`src/rtl/mips_pkg.sv`:
```
// mips_pkg
// Shared definitions for the multi-cycle MIPS controller:
//   - FSM state encoding
//   - opcode / funct constants for the supported subset
//   - instruction class latched between DECODE and the later states
//   - datapath control encodings (alu_ctl, alu_src_b, pc_src)
//   - ctl_t: one bundle holding every control output
package mips_pkg;

  typedef enum logic [3:0] {
    S_FETCH   = 4'd0,
    S_DECODE  = 4'd1,
    S_MEM_ADR = 4'd2,
    S_MEM_RD  = 4'd3,
    S_MEM_WB  = 4'd4,
    S_MEM_WR  = 4'd5,
    S_EXEC_R  = 4'd6,
    S_EXEC_I  = 4'd7,
    S_ALU_WB  = 4'd8,
    S_BRANCH  = 4'd9,
    S_JUMP    = 4'd10
  } state_t;

  // Opcodes (IR[31:26])
  localparam logic [5:0] OP_RTYPE = 6'b000000;
  localparam logic [5:0] OP_ORI   = 6'b001101;
  localparam logic [5:0] OP_LUI   = 6'b001111;
  localparam logic [5:0] OP_LW    = 6'b100011;
  localparam logic [5:0] OP_SW    = 6'b101011;
  localparam logic [5:0] OP_BEQ   = 6'b000100;
  localparam logic [5:0] OP_J     = 6'b000010;

  // R-type funct codes (IR[5:0])
  localparam logic [5:0] FN_ADDU  = 6'b100001;
  localparam logic [5:0] FN_SUBU  = 6'b100011;

  // alu_ctl encodings
  localparam logic [1:0] ALU_ADDU = 2'b00;
  localparam logic [1:0] ALU_SUBU = 2'b01;
  localparam logic [1:0] ALU_OR   = 2'b10;
  localparam logic [1:0] ALU_LUI  = 2'b11;

  // alu_src_b encodings
  localparam logic [1:0] SRCB_B      = 2'b00;
  localparam logic [1:0] SRCB_FOUR   = 2'b01;
  localparam logic [1:0] SRCB_IMM    = 2'b10;
  localparam logic [1:0] SRCB_IMM_SH = 2'b11;

  // pc_src encodings
  localparam logic [1:0] PC_ALU    = 2'b00;
  localparam logic [1:0] PC_ALUOUT = 2'b01;
  localparam logic [1:0] PC_JUMP   = 2'b10;

  // Instruction class. Legality is carried separately, so the reset
  // value CLS_J carries no meaning until the first DECODE.
  typedef enum logic [2:0] {
    CLS_J    = 3'd0,
    CLS_LW   = 3'd1,
    CLS_SW   = 3'd2,
    CLS_ADDU = 3'd3,
    CLS_SUBU = 3'd4,
    CLS_ORI  = 3'd5,
    CLS_LUI  = 3'd6,
    CLS_BEQ  = 3'd7
  } iclass_t;

  typedef struct packed {
    logic       mem_req;
    logic       mem_write;
    logic       i_or_d;
    logic       ir_write;
    logic       pc_write;
    logic [1:0] pc_src;
    logic       alu_src_a;
    logic [1:0] alu_src_b;
    logic [1:0] alu_ctl;
    logic       ext_op;
    logic       reg_write;
    logic       reg_dst;
    logic       mem_to_reg;
    logic       instr_done;
    logic       illegal;
  } ctl_t;

  function automatic logic is_rtype(input iclass_t cls);
    return (cls == CLS_ADDU) || (cls == CLS_SUBU);
  endfunction

endpackage

```
`src/rtl/mc_decode.sv`:
```
// mc_decode
// Combinational opcode/funct decode into an instruction class plus a
// legal flag. Used by the controller while in DECODE.
// Ports:
//   i_opcode  in   6  IR[31:26]
//   i_funct   in   6  IR[5:0]
//   o_cls     out  3  instruction class (meaningful only when o_legal=1)
//   o_legal   out  1  opcode/funct belongs to the supported subset
module mc_decode
  import mips_pkg::*;
(
  input  logic [5:0] i_opcode,
  input  logic [5:0] i_funct,
  output iclass_t    o_cls,
  output logic       o_legal
);

  always_comb begin
    o_cls   = CLS_J;
    o_legal = 1'b0;
    unique case (i_opcode)
      OP_RTYPE: begin
        if (i_funct == FN_ADDU) begin
          o_cls   = CLS_ADDU;
          o_legal = 1'b1;
        end else if (i_funct == FN_SUBU) begin
          o_cls   = CLS_SUBU;
          o_legal = 1'b1;
        end
      end
      OP_ORI: begin o_cls = CLS_ORI; o_legal = 1'b1; end
      OP_LUI: begin o_cls = CLS_LUI; o_legal = 1'b1; end
      OP_LW:  begin o_cls = CLS_LW;  o_legal = 1'b1; end
      OP_SW:  begin o_cls = CLS_SW;  o_legal = 1'b1; end
      OP_BEQ: begin o_cls = CLS_BEQ; o_legal = 1'b1; end
      OP_J:   begin o_cls = CLS_J;   o_legal = 1'b1; end
      default: ;
    endcase
  end

endmodule

```
`src/rtl/multicycle_controller.sv`:
```
// multicycle_controller
// Multi-cycle MIPS control FSM for addu, subu, ori, lw, sw, beq, lui, j.
// Ports:
//   clk, rst_n          clock (rising edge) and async active-low reset
//   opcode, funct       IR fields
//   zero                ALU zero flag (current cycle)
//   mem_ready           memory finishes the current access this cycle
//   mem_req, mem_write  memory request / write qualifier
//   i_or_d, ir_write, pc_write, pc_src, alu_src_a, alu_src_b, alu_ctl,
//   ext_op, reg_write, reg_dst, mem_to_reg   datapath controls
//   instr_done          one-cycle pulse in the last state of an instruction
//   illegal             one-cycle pulse in DECODE for an unsupported op
//   dbg_state           current FSM state
//
// Memory handshake: mem_req is a level. Once raised it stays high with
// i_or_d and mem_write unchanged until the cycle in which mem_ready=1;
// that cycle completes the access and the FSM leaves the state on the
// following edge. mem_ready is ignored whenever mem_req is low.
module multicycle_controller
  import mips_pkg::*;
(
  input  logic       clk,
  input  logic       rst_n,
  input  logic [5:0] opcode,
  input  logic [5:0] funct,
  input  logic       zero,
  input  logic       mem_ready,
  output logic       mem_req,
  output logic       mem_write,
  output logic       i_or_d,
  output logic       ir_write,
  output logic       pc_write,
  output logic [1:0] pc_src,
  output logic       alu_src_a,
  output logic [1:0] alu_src_b,
  output logic [1:0] alu_ctl,
  output logic       ext_op,
  output logic       reg_write,
  output logic       reg_dst,
  output logic       mem_to_reg,
  output logic       instr_done,
  output logic       illegal,
  output logic [3:0] dbg_state
);

  state_t  r_state;
  state_t  w_next;
  iclass_t r_cls;
  iclass_t w_cls;
  logic    w_legal;
  logic    r_run;
  ctl_t    w_ctl;
  ctl_t    w_out;

  mc_decode u_decode (
    .i_opcode (opcode),
    .i_funct  (funct),
    .o_cls    (w_cls),
    .o_legal  (w_legal)
  );

  // Reset release is synchronised by one flop; until it sets, every
  // output is held at 0 and FETCH cannot advance.
  always_ff @(posedge clk or negedge rst_n) begin
    if (!rst_n) r_run <= 1'b0;
    else        r_run <= 1'b1;
  end

  always_ff @(posedge clk or negedge rst_n) begin
    if (!rst_n) r_state <= S_FETCH;
    else        r_state <= w_next;
  end

  // Class is captured as DECODE exits so later states never look at IR.
  always_ff @(posedge clk or negedge rst_n) begin
    if (!rst_n)                    r_cls <= CLS_J;
    else if (r_state == S_DECODE)  r_cls <= w_cls;
  end

  always_comb begin
    w_next = r_state;
    unique case (r_state)
      S_FETCH:   if (r_run && mem_ready) w_next = S_DECODE;
      S_DECODE: begin
        if (!w_legal) begin
          w_next = S_FETCH;
        end else begin
          unique case (w_cls)
            CLS_LW, CLS_SW:     w_next = S_MEM_ADR;
            CLS_ADDU, CLS_SUBU: w_next = S_EXEC_R;
            CLS_ORI, CLS_LUI:   w_next = S_EXEC_I;
            CLS_BEQ:            w_next = S_BRANCH;
            CLS_J:              w_next = S_JUMP;
            default:            w_next = S_FETCH;
          endcase
        end
      end
      S_MEM_ADR: w_next = (r_cls == CLS_SW) ? S_MEM_WR : S_MEM_RD;
      S_MEM_RD:  if (mem_ready) w_next = S_MEM_WB;
      S_MEM_WB:  w_next = S_FETCH;
      S_MEM_WR:  if (mem_ready) w_next = S_FETCH;
      S_EXEC_R:  w_next = S_ALU_WB;
      S_EXEC_I:  w_next = S_ALU_WB;
      S_ALU_WB:  w_next = S_FETCH;
      S_BRANCH:  w_next = S_FETCH;
      S_JUMP:    w_next = S_FETCH;
      default:   w_next = S_FETCH;
    endcase
  end

  always_comb begin
    w_ctl = '0;
    unique case (r_state)
      S_FETCH: begin
        w_ctl.mem_req   = 1'b1;
        w_ctl.alu_src_b = SRCB_FOUR;
        w_ctl.alu_ctl   = ALU_ADDU;
        w_ctl.pc_src    = PC_ALU;
        w_ctl.ir_write  = mem_ready;
        w_ctl.pc_write  = mem_ready;
      end
      S_DECODE: begin
        // Branch target PC+4+(imm<<2) is computed here into ALUOut.
        w_ctl.alu_src_b = SRCB_IMM_SH;
        w_ctl.ext_op    = 1'b1;
        w_ctl.alu_ctl   = ALU_ADDU;
        w_ctl.illegal   = !w_legal;
      end
      S_MEM_ADR: begin
        w_ctl.alu_src_a = 1'b1;
        w_ctl.alu_src_b = SRCB_IMM;
        w_ctl.ext_op    = 1'b1;
        w_ctl.alu_ctl   = ALU_ADDU;
      end
      S_MEM_RD: begin
        w_ctl.mem_req = 1'b1;
        w_ctl.i_or_d  = 1'b1;
      end
      S_MEM_WB: begin
        w_ctl.reg_write  = 1'b1;
        w_ctl.mem_to_reg = 1'b1;
        w_ctl.instr_done = 1'b1;
      end
      S_MEM_WR: begin
        w_ctl.mem_req    = 1'b1;
        w_ctl.mem_write  = 1'b1;
        w_ctl.i_or_d     = 1'b1;
        w_ctl.instr_done = mem_ready;
      end
      S_EXEC_R: begin
        w_ctl.alu_src_a = 1'b1;
        w_ctl.alu_src_b = SRCB_B;
        w_ctl.alu_ctl   = (r_cls == CLS_SUBU) ? ALU_SUBU : ALU_ADDU;
      end
      S_EXEC_I: begin
        w_ctl.alu_src_a = 1'b1;
        w_ctl.alu_src_b = SRCB_IMM;
        w_ctl.alu_ctl   = (r_cls == CLS_LUI) ? ALU_LUI : ALU_OR;
      end
      S_ALU_WB: begin
        w_ctl.reg_write  = 1'b1;
        w_ctl.reg_dst    = is_rtype(r_cls);
        w_ctl.instr_done = 1'b1;
      end
      S_BRANCH: begin
        w_ctl.alu_src_a  = 1'b1;
        w_ctl.alu_src_b  = SRCB_B;
        w_ctl.alu_ctl    = ALU_SUBU;
        w_ctl.pc_src     = PC_ALUOUT;
        w_ctl.pc_write   = zero;
        w_ctl.instr_done = 1'b1;
      end
      S_JUMP: begin
        w_ctl.pc_src     = PC_JUMP;
        w_ctl.pc_write   = 1'b1;
        w_ctl.instr_done = 1'b1;
      end
      default: ;
    endcase
  end

  // r_run clears asynchronously with rst_n, so this gate also gives
  // all-zero outputs the instant reset asserts.
  assign w_out = r_run ? w_ctl : '0;

  assign mem_req    = w_out.mem_req;
  assign mem_write  = w_out.mem_write;
  assign i_or_d     = w_out.i_or_d;
  assign ir_write   = w_out.ir_write;
  assign pc_write   = w_out.pc_write;
  assign pc_src     = w_out.pc_src;
  assign alu_src_a  = w_out.alu_src_a;
  assign alu_src_b  = w_out.alu_src_b;
  assign alu_ctl    = w_out.alu_ctl;
  assign ext_op     = w_out.ext_op;
  assign reg_write  = w_out.reg_write;
  assign reg_dst    = w_out.reg_dst;
  assign mem_to_reg = w_out.mem_to_reg;
  assign instr_done = w_out.instr_done;
  assign illegal    = w_out.illegal;
  assign dbg_state  = r_state;

endmodule

```
`config.mk`:
```
export PLATFORM = sky130hd
export DESIGN_NAME = multicycle_controller
export DESIGN_NICKNAME = d
export VERILOG_FILES = /design/src/rtl/mips_pkg.sv /design/src/rtl/mc_decode.sv /design/src/rtl/multicycle_controller.sv
export SDC_FILE = /design/constraint.sdc
export NUM_CORES = 1
export LEC_CHECK = 0
export ABC_AREA = 0
export CAP_MARGIN = 20
export CORE_AREA = 4 4 51 53
export DETAILED_ROUTE_END_ITERATION = 10
export DIE_AREA = 0 0 55 57
export PLACE_DENSITY = 0.79
export SETUP_SLACK_MARGIN = 0.05
export SYNTH_ARGS = -nofsm -noshare
export SYNTH_HDL_FRONTEND = slang
export SYNTH_SLANG_ARGS = --single-unit
```
`constraint.sdc`:
```
create_clock -name clk -period 3.49 [get_ports clk]
set_input_delay 0.698 -clock clk [delete_from_list [all_inputs] [get_ports clk]]
set_output_delay 0.698 -clock clk [all_outputs]
set_load 0.01 [all_outputs]
```
==> flow_metrics.env <==
export IMPL_hold_viol_final=0
export IMPL_yosysUniqueCellTypes=46
export IMPL_vdd_ir_drop_max_mv=0.232
export IMPL_hpwlAfterDp_mm=2.02
export IMPL_start_util_pct=43.7
export IMPL_wire_per_inst_um=12.4
export IMPL_combPwrFrac_pct=60.7
export IMPL_fmax_mhz=305
export IMPL_cts_tree="done"
export IMPL_yosysWarnings=0
export IMPL_clockBufferDepth=2
export IMPL_switchingPower_w=0.000273
export IMPL_hold_class="flip-flop to flip-flop"
export IMPL_run_status="completed"
export IMPL_synth_top_family_by_area="simple AND/OR/NAND/NOR gates"
export IMPL_p_leak_nw=0.537
export IMPL_setup_viol=0
export IMPL_ctsHoldBuffers=0
export IMPL_skew_ps=2.46
export IMPL_hold_ws_ps=603
export IMPL_r2r_start="dbg_state[0]"
export IMPL_clockRootBuffer="clkbuf_4"
export IMPL_seq_power_share_pct=29.0
export IMPL_syn_nets=146
export IMPL_drc=0
export IMPL_num_rows=17
export IMPL_floorplan_die_area_sq_mm=0.00314
export IMPL_wirelength_mm=2.43
export IMPL_synth_compound_area_share_pct=28.3
export IMPL_area_growth_pct=45.1
export IMPL_crit_chain="clkdlybuf4s50_1 > and4bb_1 > o21ai_2 > a21oi_2 > or3_4 > nor4_2 > dlygate4sd2_1"
export IMPL_ys_flop_type="dfrtp_1"
export IMPL_io_pins=38
export IMPL_drv_cap=0
export IMPL_syn_area_sq_um=938
export IMPL_die_width_um=55
export IMPL_r2r_worst_path_cells=4
export IMPL_cts_buffers=3
export IMPL_final_cell_area_sq_mm=0.00136
export IMPL_finalMaxSlewViolations=0
export IMPL_io_buffers=37
export IMPL_overflow=0
export IMPL_period_needed_ps=3280
export IMPL_postSynth_asyncResetShare_pct=100
export IMPL_r2r_slack_ps=1720
export IMPL_cpPeakStageDelay_ps=600
export IMPL_grt_pass1_vias=989
export IMPL_gp_congestion=0.846
export IMPL_yosysSeqAreaShare_pct=21.3
export IMPL_layout_common_cells="36 x clkdlybuf4s50_1, 15 x nor2_1, 13 x a21oi_1, 8 x dfrtp_1, 7 x nand2_1"
export IMPL_insertion_delay_ps=250
export IMPL_final_antenna_net_count=0
export IMPL_die_h_um=57
export IMPL_grt_max_degree=17
export IMPL_drt_iter0_markers=19
export IMPL_power_density_mw_per_mm2=464
export IMPL_drive_above_1_share_pct=10.8
export IMPL_track_usage_pct=16.2
export IMPL_fin_nets=185
export IMPL_path_max_fanout=8
export IMPL_power_share_clock_pct=10.3
export IMPL_ys_ff_latch=8
export IMPL_vias=1083
export IMPL_grt_pass1_wl_mm=3.97
export IMPL_clk_pin_slew_ps=40
export IMPL_synthMuxAreaShare_pct=0
export IMPL_min_from="r_cls[2]"
export IMPL_swShare_pct=43.1
export IMPL_core_sq_mm=0.00215
export IMPL_placed_cell_area_sq_mm=0.00133
export IMPL_hold_end="r_cls[2]"
export IMPL_num_antenna_cells=0
export IMPL_period_share_pct=93.9
export IMPL_dr_pass1_iters=4
export IMPL_p_int_w=0.000360
export IMPL_critPathKind="primary input to output port"
export IMPL_fillCellCount=183
export IMPL_yosys_area_share_adder_pct=0
export IMPL_cts_setup_buffers=0
export IMPL_cts_max_level=1
export IMPL_r2r_end="dbg_state[2]"
export IMPL_rsz0062_at_grt="false"
export IMPL_whs_path_depth=2
export IMPL_syn_inst=130
export IMPL_antenna_found_initial=0
export IMPL_vias_per_cell=5.55
export IMPL_final_common_cell="clkdlybuf4s50_1"
export IMPL_synthSimpleGateAreaFrac_pct=40.7
export IMPL_slowest_stage="clkdlybuf4s50_1"
export IMPL_clock_sinks=8
export IMPL_synth_edf_count=0
export IMPL_critPathLaunchType="primary input"
export IMPL_end_kind="output port"
export IMPL_critical_path_required_ps=2790
export IMPL_cp_arrival_ps=2580
export IMPL_avgSynthCellArea_sq_um=7.22
export IMPL_synthXorXnorAreaFrac_pct=1.87
metal layers:
metal  global-route usage (%)  part of all wire (%)  up-vias
met5                        0                     0        -
met4                     6.60                     0        0
met3                     1.31                   6.6        0
met2                     30.1                    53       42
met1                     17.9                    40      488
li1                         -                     -      553
how the worst max path moves through the flow:
stage                         start       to  slack [ps]  depth (start not counted)
after floorplan           opcode[3]  illegal         950                          6
after global placement    opcode[3]  illegal         -40                          7
after detailed placement  opcode[2]  illegal         -70                          7
after CTS                 opcode[5]  illegal         200                          8
after global routing      opcode[3]  illegal          80                          7
final                     opcode[3]  illegal         210                          7
what timing repair did:
item	CTS	global route
gates resized for setup	1	1
setup endpoints to repair	1	1
cloned	0	0
critical path: cells and delay by family:
kind / cells / cell delay, ps
buffers and inverters: 2 / 900
AOI/OAI and AO/OA: 2 / 210
and+or+nand+nor: 3 / 770
cell families (layout without fill, tap and decap cells):
logic type | after synthesis | count (layout)
and+or+nand+nor | 64 | 64
AOI/OAI and AO/OA | 41 | 41
buffers and inverters | 14 | 51
DFF | 8 | 8
xor gates and xnor gates | 2 | 2
other | 1 | 1
final cells by class:
class | count | area (sq um) | share of cell area [%]
Multi-Input combinational cell | 108 | 674 | 49.5
Timing Repair Buffer | 42 | 407 | 29.9
Sequential cell | 8 | 200 | 14.7
Tap cell | 28 | 35.0 | 2.57
Clock buffer | 3 | 22.5 | 1.65
Inverter | 6 | 22.5 | 1.65
metrics by stage:
step	TNS (ps)	util [%]	instances	total power, W	setup slack (ps)
detailed placement	-69.3	62.1	192	0.000568	-69.3
finish	0	63.4	195	0.000632	214
CTS	0	63.1	195	0.000634	197
global placement	-35.7	62.1	192	0.000562	-35.7
floorplan	0	-	130	0.000415	955
global route	0	63.4	195	0.000685	81.7
power by group through the flow:
stage / Combinational, W / Clock [W] / Sequential, W
after floorplan: 0.000264 / 0 / 0.000151
after detailed placement: 0.000386 / 0 / 0.000183
after CTS: 0.000385 / 0.0000682 / 0.000181
after global routing: 0.000422 / 0.0000712 / 0.000192
final: 0.000384 / 0.0000654 / 0.000183
after global placement: 0.000380 / 0 / 0.000182
sequential cells by signal, summed over array words and instances, names as in the netlist:
name / flops
dbg_state: 4
r_cls: 3
r_run: 1
synth_stat cells, drive strengths merged (5+ instances only):
library cell / number / share of area [%]
nor2: 15 / 6.0
a21oi: 14 / 7.9
dfrtp: 8 / 21
nand2: 7 / 2.8
a31oi: 6 / 4.0
o21ai: 6 / 3.6
inv: 5 / 2.0
nand2b: 5 / 4.1
nor3: 5 / 2.7
nor4: 5 / 4.0
No activity file was read; power rests on OpenSTA's default activity.
